## config.mk

```make
export PLATFORM = sky130hd
export DESIGN_NAME = uart_tx_fifo
export DESIGN_NICKNAME = d
export VERILOG_FILES = /design/src/rtl/uart_tx_fifo.sv
export SDC_FILE = /design/constraint.sdc
export NUM_CORES = 1
export LEC_CHECK = 0
export ABC_AREA = 1
export CAP_MARGIN = 20
export CORE_MARGIN = 2
export CORE_UTILIZATION = 53
export DETAILED_ROUTE_END_ITERATION = 10
export GPL_ROUTABILITY_DRIVEN = 0
export HOLD_SLACK_MARGIN = 0.08
export PLACE_DENSITY = 0.76
export SLEW_MARGIN = 20
export SYNTH_ARGS = -nofsm -noshare
export SYNTH_HDL_FRONTEND = slang
export SYNTH_SLANG_ARGS = --single-unit
```

## constraint.sdc

```tcl
create_clock -name CLK -period 2.55 [get_ports CLK]
set_input_delay 0.3825 -clock CLK [delete_from_list [all_inputs] [get_ports CLK]]
set_output_delay 0.3825 -clock CLK [all_outputs]
set_load 0.01 [all_outputs]
```

## src/rtl/uart_tx_fifo.sv

```systemverilog
// UART transmitter with a small input FIFO, runtime parity/stop-bit selection and
// an internal baud divider. Frame settings are captured when a word leaves the FIFO.
module uart_tx_fifo #(
  parameter int DATA_WIDTH = 8,
  parameter int DIV_WIDTH  = 16,
  parameter int FIFO_DEPTH = 4
) (
  input  logic                            CLK,
  input  logic                            RST,
  input  logic [DIV_WIDTH-1:0]            BAUD_DIV,
  input  logic                            PAR_EN,
  input  logic                            PAR_TYP,
  input  logic                            STOP2,
  input  logic [DATA_WIDTH-1:0]           S_DATA,
  input  logic                            S_VALID,
  output logic                            S_READY,
  output logic                            TX_OUT,
  output logic                            busy,
  output logic [$clog2(FIFO_DEPTH):0]     FIFO_COUNT
);

  localparam int PTR_W = $clog2(FIFO_DEPTH);
  localparam int CNT_W = PTR_W + 1;
  localparam int BIT_W = $clog2(DATA_WIDTH);

  typedef enum logic [2:0] {IDLE, START, DATA, PARITY, STOP} state_t;

  logic [DATA_WIDTH-1:0] mem [FIFO_DEPTH];
  logic [PTR_W-1:0]      wr_ptr, rd_ptr;
  logic [CNT_W-1:0]      count_q;
  logic                  push, pop;

  state_t                state_q, state_d;
  logic [DATA_WIDTH-1:0] shift_q, shift_d;
  logic [DIV_WIDTH-1:0]  baud_cnt_q, baud_cnt_d;
  logic [DIV_WIDTH-1:0]  div_q, div_d;
  logic [BIT_W-1:0]      bit_cnt_q, bit_cnt_d;
  logic                  par_en_q, par_en_d;
  logic                  stop2_q, stop2_d;
  logic                  par_bit_q, par_bit_d;
  logic                  tx_q, tx_d;

  logic [DATA_WIDTH-1:0] head;
  logic [DIV_WIDTH-1:0]  eff_div;
  logic                  bit_end;
  logic                  have_word;
  logic                  start_frame;

  assign S_READY    = (count_q != CNT_W'(FIFO_DEPTH)) && RST;
  assign push       = S_VALID && S_READY;
  assign FIFO_COUNT = count_q;
  assign TX_OUT     = tx_q;
  assign busy       = (state_q != IDLE);

  assign head      = mem[rd_ptr];
  assign eff_div   = (BAUD_DIV == '0) ? DIV_WIDTH'(1) : BAUD_DIV;
  assign bit_end   = (baud_cnt_q == '0);
  assign have_word = (count_q != '0);

  // Storage needs no reset; the pointers and count define what is valid.
  always_ff @(posedge CLK) begin
    if (push) mem[wr_ptr] <= S_DATA;
  end

  always_ff @(posedge CLK) begin
    if (!RST) begin
      wr_ptr  <= '0;
      rd_ptr  <= '0;
      count_q <= '0;
    end else begin
      if (push) wr_ptr <= wr_ptr + PTR_W'(1);
      if (pop)  rd_ptr <= rd_ptr + PTR_W'(1);
      case ({push, pop})
        2'b10:   count_q <= count_q + CNT_W'(1);
        2'b01:   count_q <= count_q - CNT_W'(1);
        default: count_q <= count_q;
      endcase
    end
  end

  always_ff @(posedge CLK) begin
    if (!RST) begin
      state_q    <= IDLE;
      shift_q    <= '0;
      baud_cnt_q <= '0;
      div_q      <= '0;
      bit_cnt_q  <= '0;
      par_en_q   <= 1'b0;
      stop2_q    <= 1'b0;
      par_bit_q  <= 1'b0;
      tx_q       <= 1'b1;
    end else begin
      state_q    <= state_d;
      shift_q    <= shift_d;
      baud_cnt_q <= baud_cnt_d;
      div_q      <= div_d;
      bit_cnt_q  <= bit_cnt_d;
      par_en_q   <= par_en_d;
      stop2_q    <= stop2_d;
      par_bit_q  <= par_bit_d;
      tx_q       <= tx_d;
    end
  end

  // tx_d is the line level for the state being entered, so TX_OUT tracks state_q.
  always_comb begin
    state_d     = state_q;
    shift_d     = shift_q;
    baud_cnt_d  = baud_cnt_q;
    div_d       = div_q;
    bit_cnt_d   = bit_cnt_q;
    par_en_d    = par_en_q;
    stop2_d     = stop2_q;
    par_bit_d   = par_bit_q;
    tx_d        = tx_q;
    pop         = 1'b0;
    start_frame = 1'b0;

    if (state_q != IDLE) begin
      if (bit_end) baud_cnt_d = div_q - DIV_WIDTH'(1);
      else         baud_cnt_d = baud_cnt_q - DIV_WIDTH'(1);
    end

    case (state_q)
      IDLE: begin
        tx_d = 1'b1;
        if (have_word) start_frame = 1'b1;
      end
      START: begin
        if (bit_end) begin
          state_d   = DATA;
          tx_d      = shift_q[0];
          bit_cnt_d = '0;
        end
      end
      DATA: begin
        if (bit_end) begin
          if (bit_cnt_q == BIT_W'(DATA_WIDTH - 1)) begin
            bit_cnt_d = '0;
            if (par_en_q) begin
              state_d = PARITY;
              tx_d    = par_bit_q;
            end else begin
              state_d = STOP;
              tx_d    = 1'b1;
            end
          end else begin
            shift_d   = shift_q >> 1;
            tx_d      = shift_q[1];
            bit_cnt_d = bit_cnt_q + BIT_W'(1);
          end
        end
      end
      PARITY: begin
        if (bit_end) begin
          state_d   = STOP;
          tx_d      = 1'b1;
          bit_cnt_d = '0;
        end
      end
      STOP: begin
        if (bit_end) begin
          if (stop2_q && (bit_cnt_q == '0)) begin
            bit_cnt_d = BIT_W'(1);
            tx_d      = 1'b1;
          end else if (have_word) begin
            start_frame = 1'b1;
          end else begin
            state_d = IDLE;
            tx_d    = 1'b1;
          end
        end
      end
      default: begin
        state_d = IDLE;
        tx_d    = 1'b1;
      end
    endcase

    // Popping a word also snapshots the line settings for the whole frame.
    if (start_frame) begin
      pop        = 1'b1;
      state_d    = START;
      tx_d       = 1'b0;
      shift_d    = head;
      div_d      = eff_div;
      baud_cnt_d = eff_div - DIV_WIDTH'(1);
      par_en_d   = PAR_EN;
      stop2_d    = STOP2;
      par_bit_d  = PAR_TYP ? ~^head : ^head;
    end
  end

endmodule
```

==> summary.md, run 1 <==
| Metric | Value |
|---|---|
| Multi-input logic area | around 2200 um^2 |
| Slew @ Worst Pin | roughly 0.76 ns |
| Fin crit period | 2.33 ns |
| Synth warn | 0 |
| CP Depth | 15 |
| Post-DP HPWL | approximately 7600 um |
| Post-CTS Hold Buffers | 0 |
| Gate Count Post-Synth | 618 |
| F_max | 429 MHz |
| IO Pins | 36 |
| Sequential-to-total area share from yosys stat | 0.457 |
| Cells along the critical path | inv_1, ha_1, nand2_1, nand3_2, nor2_2, nor2_2, buf_12, nand2_1, nand2_1, nor2_1, nand2_4, nor2_1, a21oi_1, nor2_1, nor2_1 |
| Initial Utilization | 0.542 |
| Worst VDD drop | 0.000719 V |
| Slowest stage delay, CP | approximately 0.35 ns |
| Area delta synth->final | 18.0% |
| Post-Place Setup Slack | -0.0349 ns |
| Core Area | 8640 um^2 |
| Average size of a mapped cell | about 7.6 um^2 |
| Leak | 0.00240 uW |
| Synth Net Count | between 600 and 700 |
| Final WL | 10,500 um |
| Pwr dens | between 1000 and 1500 nW/um^2 |
| Worst Hold Class | reg -> reg |
| Worst slew margin | 0.491 |
| TritonCTS Sinks | 91 |
| Pins over their slew limit | 0 |
| Clk root buf | clkbuf_8 |
| Vias in the first global route | between 3,000 and 4,000 |
| DR pass1 iterations | 5 |
| Initial antenna violation count | 0 |
| GRT met1 Usage | 0.336 |
| Status | complete, no violations |
| Arrival @ worst endpoint | roughly 2.6 ns |
| First-pass GRT wire length | 17,900 um |
| Worst-Skew Late Latency | ~0.36 ns |
| Max cap viols | 0 |
| Final nets | just over 700 |
| Cell variety after synth | 40 |
| Fin crit share | 0.914 |
| Final hold vios | 0 |
| Critical path endpoint category | flop |
| Final Skew | 0.00732 ns |
| Number of diodes | 0 |
| Die X | 98.0 um |
| Busiest grt layer | met2 |
| Crit path max fanout | 14 |
| Register Area | 2140 um^2 |
| Yosys reg bits | 91 |
| Final setup viols | 0 |
| Setup ws final | 0.220 ns |
| Number of remaining DRC errors | 0 |
| Post-synthesis cell area | between 4000 and 5000 um^2 |
| Worst EP required | approximately 2.8 ns |
| Fill cells | ~710 |
| Unrepaired setup endpoints after global routing | false |
| CTS Buf Count | 9 |
| CTS HTree Levels | 3 |
| Tot Pwr | 7640 uW |
| Most common cell on crit path | nor2_1 |
| GRT met2 Usage | 0.345 |
| Final setup TNS | 0 ns |
| CTS tree | built |
| Vias | 4,129 |
| CTS Buffer Depth | 2 |
| Routed wire per std cell | approximately 13 um |
| Utilization after layout | 0.640 |
| Worst-path clk slew | about 0.09 ns |
| Row Count | 34 |
| Cell family with most CP delay | simple AND/OR/NAND/NOR gates |
| Slowest stage cell, crit path | dfxtp_2 |
| Total global-route track usage | 0.230 |
| Critical path startpoint category | flop |
| Die Y | slightly below 100 um |
| Largest net degree at the start of global routing | 37 |
| Buffers on Ports | 35 |
| Vias per cell | 5.27 |
| Full die area | about 9600 um^2 |
| WP buf/inv | 2 |
| Share of cells above drive strength 1 | 0.123 |
| Initial DRC count | 199 |
| Worst Hold Path Cells | 1 |
| Grt total ovfl | 0 |
| Met3 Use GR | 0.0408 |
| Worst R2R Path Depth | 15 |
| Setup CP Type | reg -> reg |
| ANT nets after route | 0 |
layout make-up:
class | instances | area share
multi-input combinational | 422 | 0.391
sequential | 91 | 0.388
timing repair buffer | 59 | 0.0989
inverter | 87 | 0.0591
tap | 108 | 0.0244
clock buffer | 9 | 0.0224
clock inverter | 7 | 0.0163
per-stage QoR:
stage / cell area, um^2 / instances / hold WS [ns]
6_report: 5530 / 783 / 0.444
5_1_grt: 5530 / 783 / 0.495
4_1_cts: 5480 / 782 / 0.449
3_5_place_dp: 5260 / 766 / 0.435
3_3_place_gp: 5260 / 766 / 0.422
2_1_floorplan: 4680 / 618 / 0.412
metal layers:
layer  up-vias  part of all wire
met5         -                 0
met4         0             0.023
met3        20             0.057
met2       128              0.44
met1      1885              0.48
li1       2096                 -
layout by cell type (no fill, tap or decap), types with 7 or more instances in the layout:
| cell | instances |
|---|---|
| nand2_1 | 164 |
| inv_1 | 81 |
| dfxtp_1 | 58 |
| nor2_1 | 57 |
| a21oi_1 | 46 |
| clkdlybuf4s50_1 | 35 |
| nand3_1 | 34 |
| edfxtp_1 | 32 |
| o21ai_0 | 31 |
| buf_4 | 22 |
| a31oi_1 | 9 |
| ha_1 | 9 |
| clkbuf_8 | 9 |
| nand2_2 | 8 |
| o22ai_1 | 8 |
| nor2_2 | 7 |
| nor2_4 | 7 |
timing repair:
item                                    CTS  global route
resized for setup                         0            15
endpoints found under the setup margin    0             6
buffers inserted                          0             1
hold endpoints to repair                  0             0
registers in the layout, summed over array words and instances (netlist names), named ones only:
signal      count
bit_cnt_q       3
div_q          16
FIFO_COUNT      3
mem            32
par_bit_q       1
shift_q         8
rd_ptr          2
state_q         3
stop2_q         1
wr_ptr          2
TX_OUT          1
par_en_q        1
baud_cnt_q     16
where the power goes:
| group | switching, uW | leakage (uW) | internal [uW] |
|---|---|---|---|
| Sequential | 206 | 0.000776 | 1860 |
| Clock | 572 | 0.000111 | 485 |
| Combinational | 2880 | 0.00151 | 1640 |
| Total | 3660 | 0.00240 | 3990 |
worst paths after layout:
path	to	from	slack, ns
setup / recovery	baud_cnt_q[13]	bit_cnt_q[0]	0.22
hold / removal	rd_ptr[1]	rd_ptr[1]	0.44
hold reg to reg	rd_ptr[1]	rd_ptr[1]	0.44
setup reg to reg	baud_cnt_q[13]	bit_cnt_q[0]	0.22
Yosys cell counts, drive strengths merged:
cell type	number	share of area
nor3	3	0.0067
nand3b	1	0.0016
a211oi	4	0.0064
a21oi	47	0.050
buf	9	0.012
dfxtp	59	0.25
xnor2	4	0.0075
nand2	177	0.15
inv	87	0.070
nand4	2	0.0027
or2	1	0.0013
ha	9	0.024
nand3	37	0.042
xor2	4	0.0075
a31oi	9	0.012
nor2	72	0.072
o2111ai	1	0.0019
o21bai	4	0.0064
o22ai	8	0.011
o31ai	1	0.0016
clkbuf	9	0.0072
o211ai	1	0.0016
edfxtp	32	0.21
o311ai	1	0.0019
o21ai	35	0.038
fa	1	0.0043
logic make-up (layout without fill, tap and decap cells):
group                      after synthesis  in the layout  share of synthesized area
xor gates and xnor gates                 8              8                     0.0150
buffers and inverters                  105            162                     0.0892
DFF                                     91             91                      0.457
and+or+nand+nor                        293            293                      0.279
AOI/OAI and AO/OA                      111            111                      0.131
adders and majority gates               10             10                     0.0283
worst reg2reg max path, cell delays in order, from the launching register on:
cell	delay, ns
dfxtp_2	0.35
inv_1	0.05
ha_1	0.20
nand2_1	0.10
nand3_2	0.12
nor2_2	0.14
nor2_2	0.08
buf_12	0.15
nand2_1	0.06
nand2_1	0.12
nor2_1	0.19
nand2_4	0.11
nor2_1	0.28
a21oi_1	0.12
nor2_1	0.11
nor2_1	0.05
Power figures use the tool's default switching activity.
==> run 2: changes to the inputs <==
--- a/config.mk
+++ b/config.mk
@@ -6,7 +6,7 @@
 export NUM_CORES = 1
 export LEC_CHECK = 0
 export ABC_AREA = 1
-export CAP_MARGIN = 20
+export CAP_MARGIN = 30
 export CORE_MARGIN = 2
 export CORE_UTILIZATION = 53
 export DETAILED_ROUTE_END_ITERATION = 10
==> results of run 2 <==
Final layout, timing and power as in run 1 (identical DEF).
==> run 3: changes to the inputs <==
--- a/config.mk
+++ b/config.mk
@@ -9,9 +9,10 @@
 export CAP_MARGIN = 30
 export CORE_MARGIN = 2
 export CORE_UTILIZATION = 53
+export CTS_BUF_LIST = sky130_fd_sc_hd__clkbuf_8 sky130_fd_sc_hd__clkbuf_16
 export DETAILED_ROUTE_END_ITERATION = 10
 export GPL_ROUTABILITY_DRIVEN = 0
-export HOLD_SLACK_MARGIN = 0.08
+export HOLD_SLACK_MARGIN = 0.03
 export PLACE_DENSITY = 0.76
 export SLEW_MARGIN = 20
 export SYNTH_ARGS = -nofsm -noshare
==> results of run 3 <==
Final layout, timing and power as in run 1 (identical DEF).
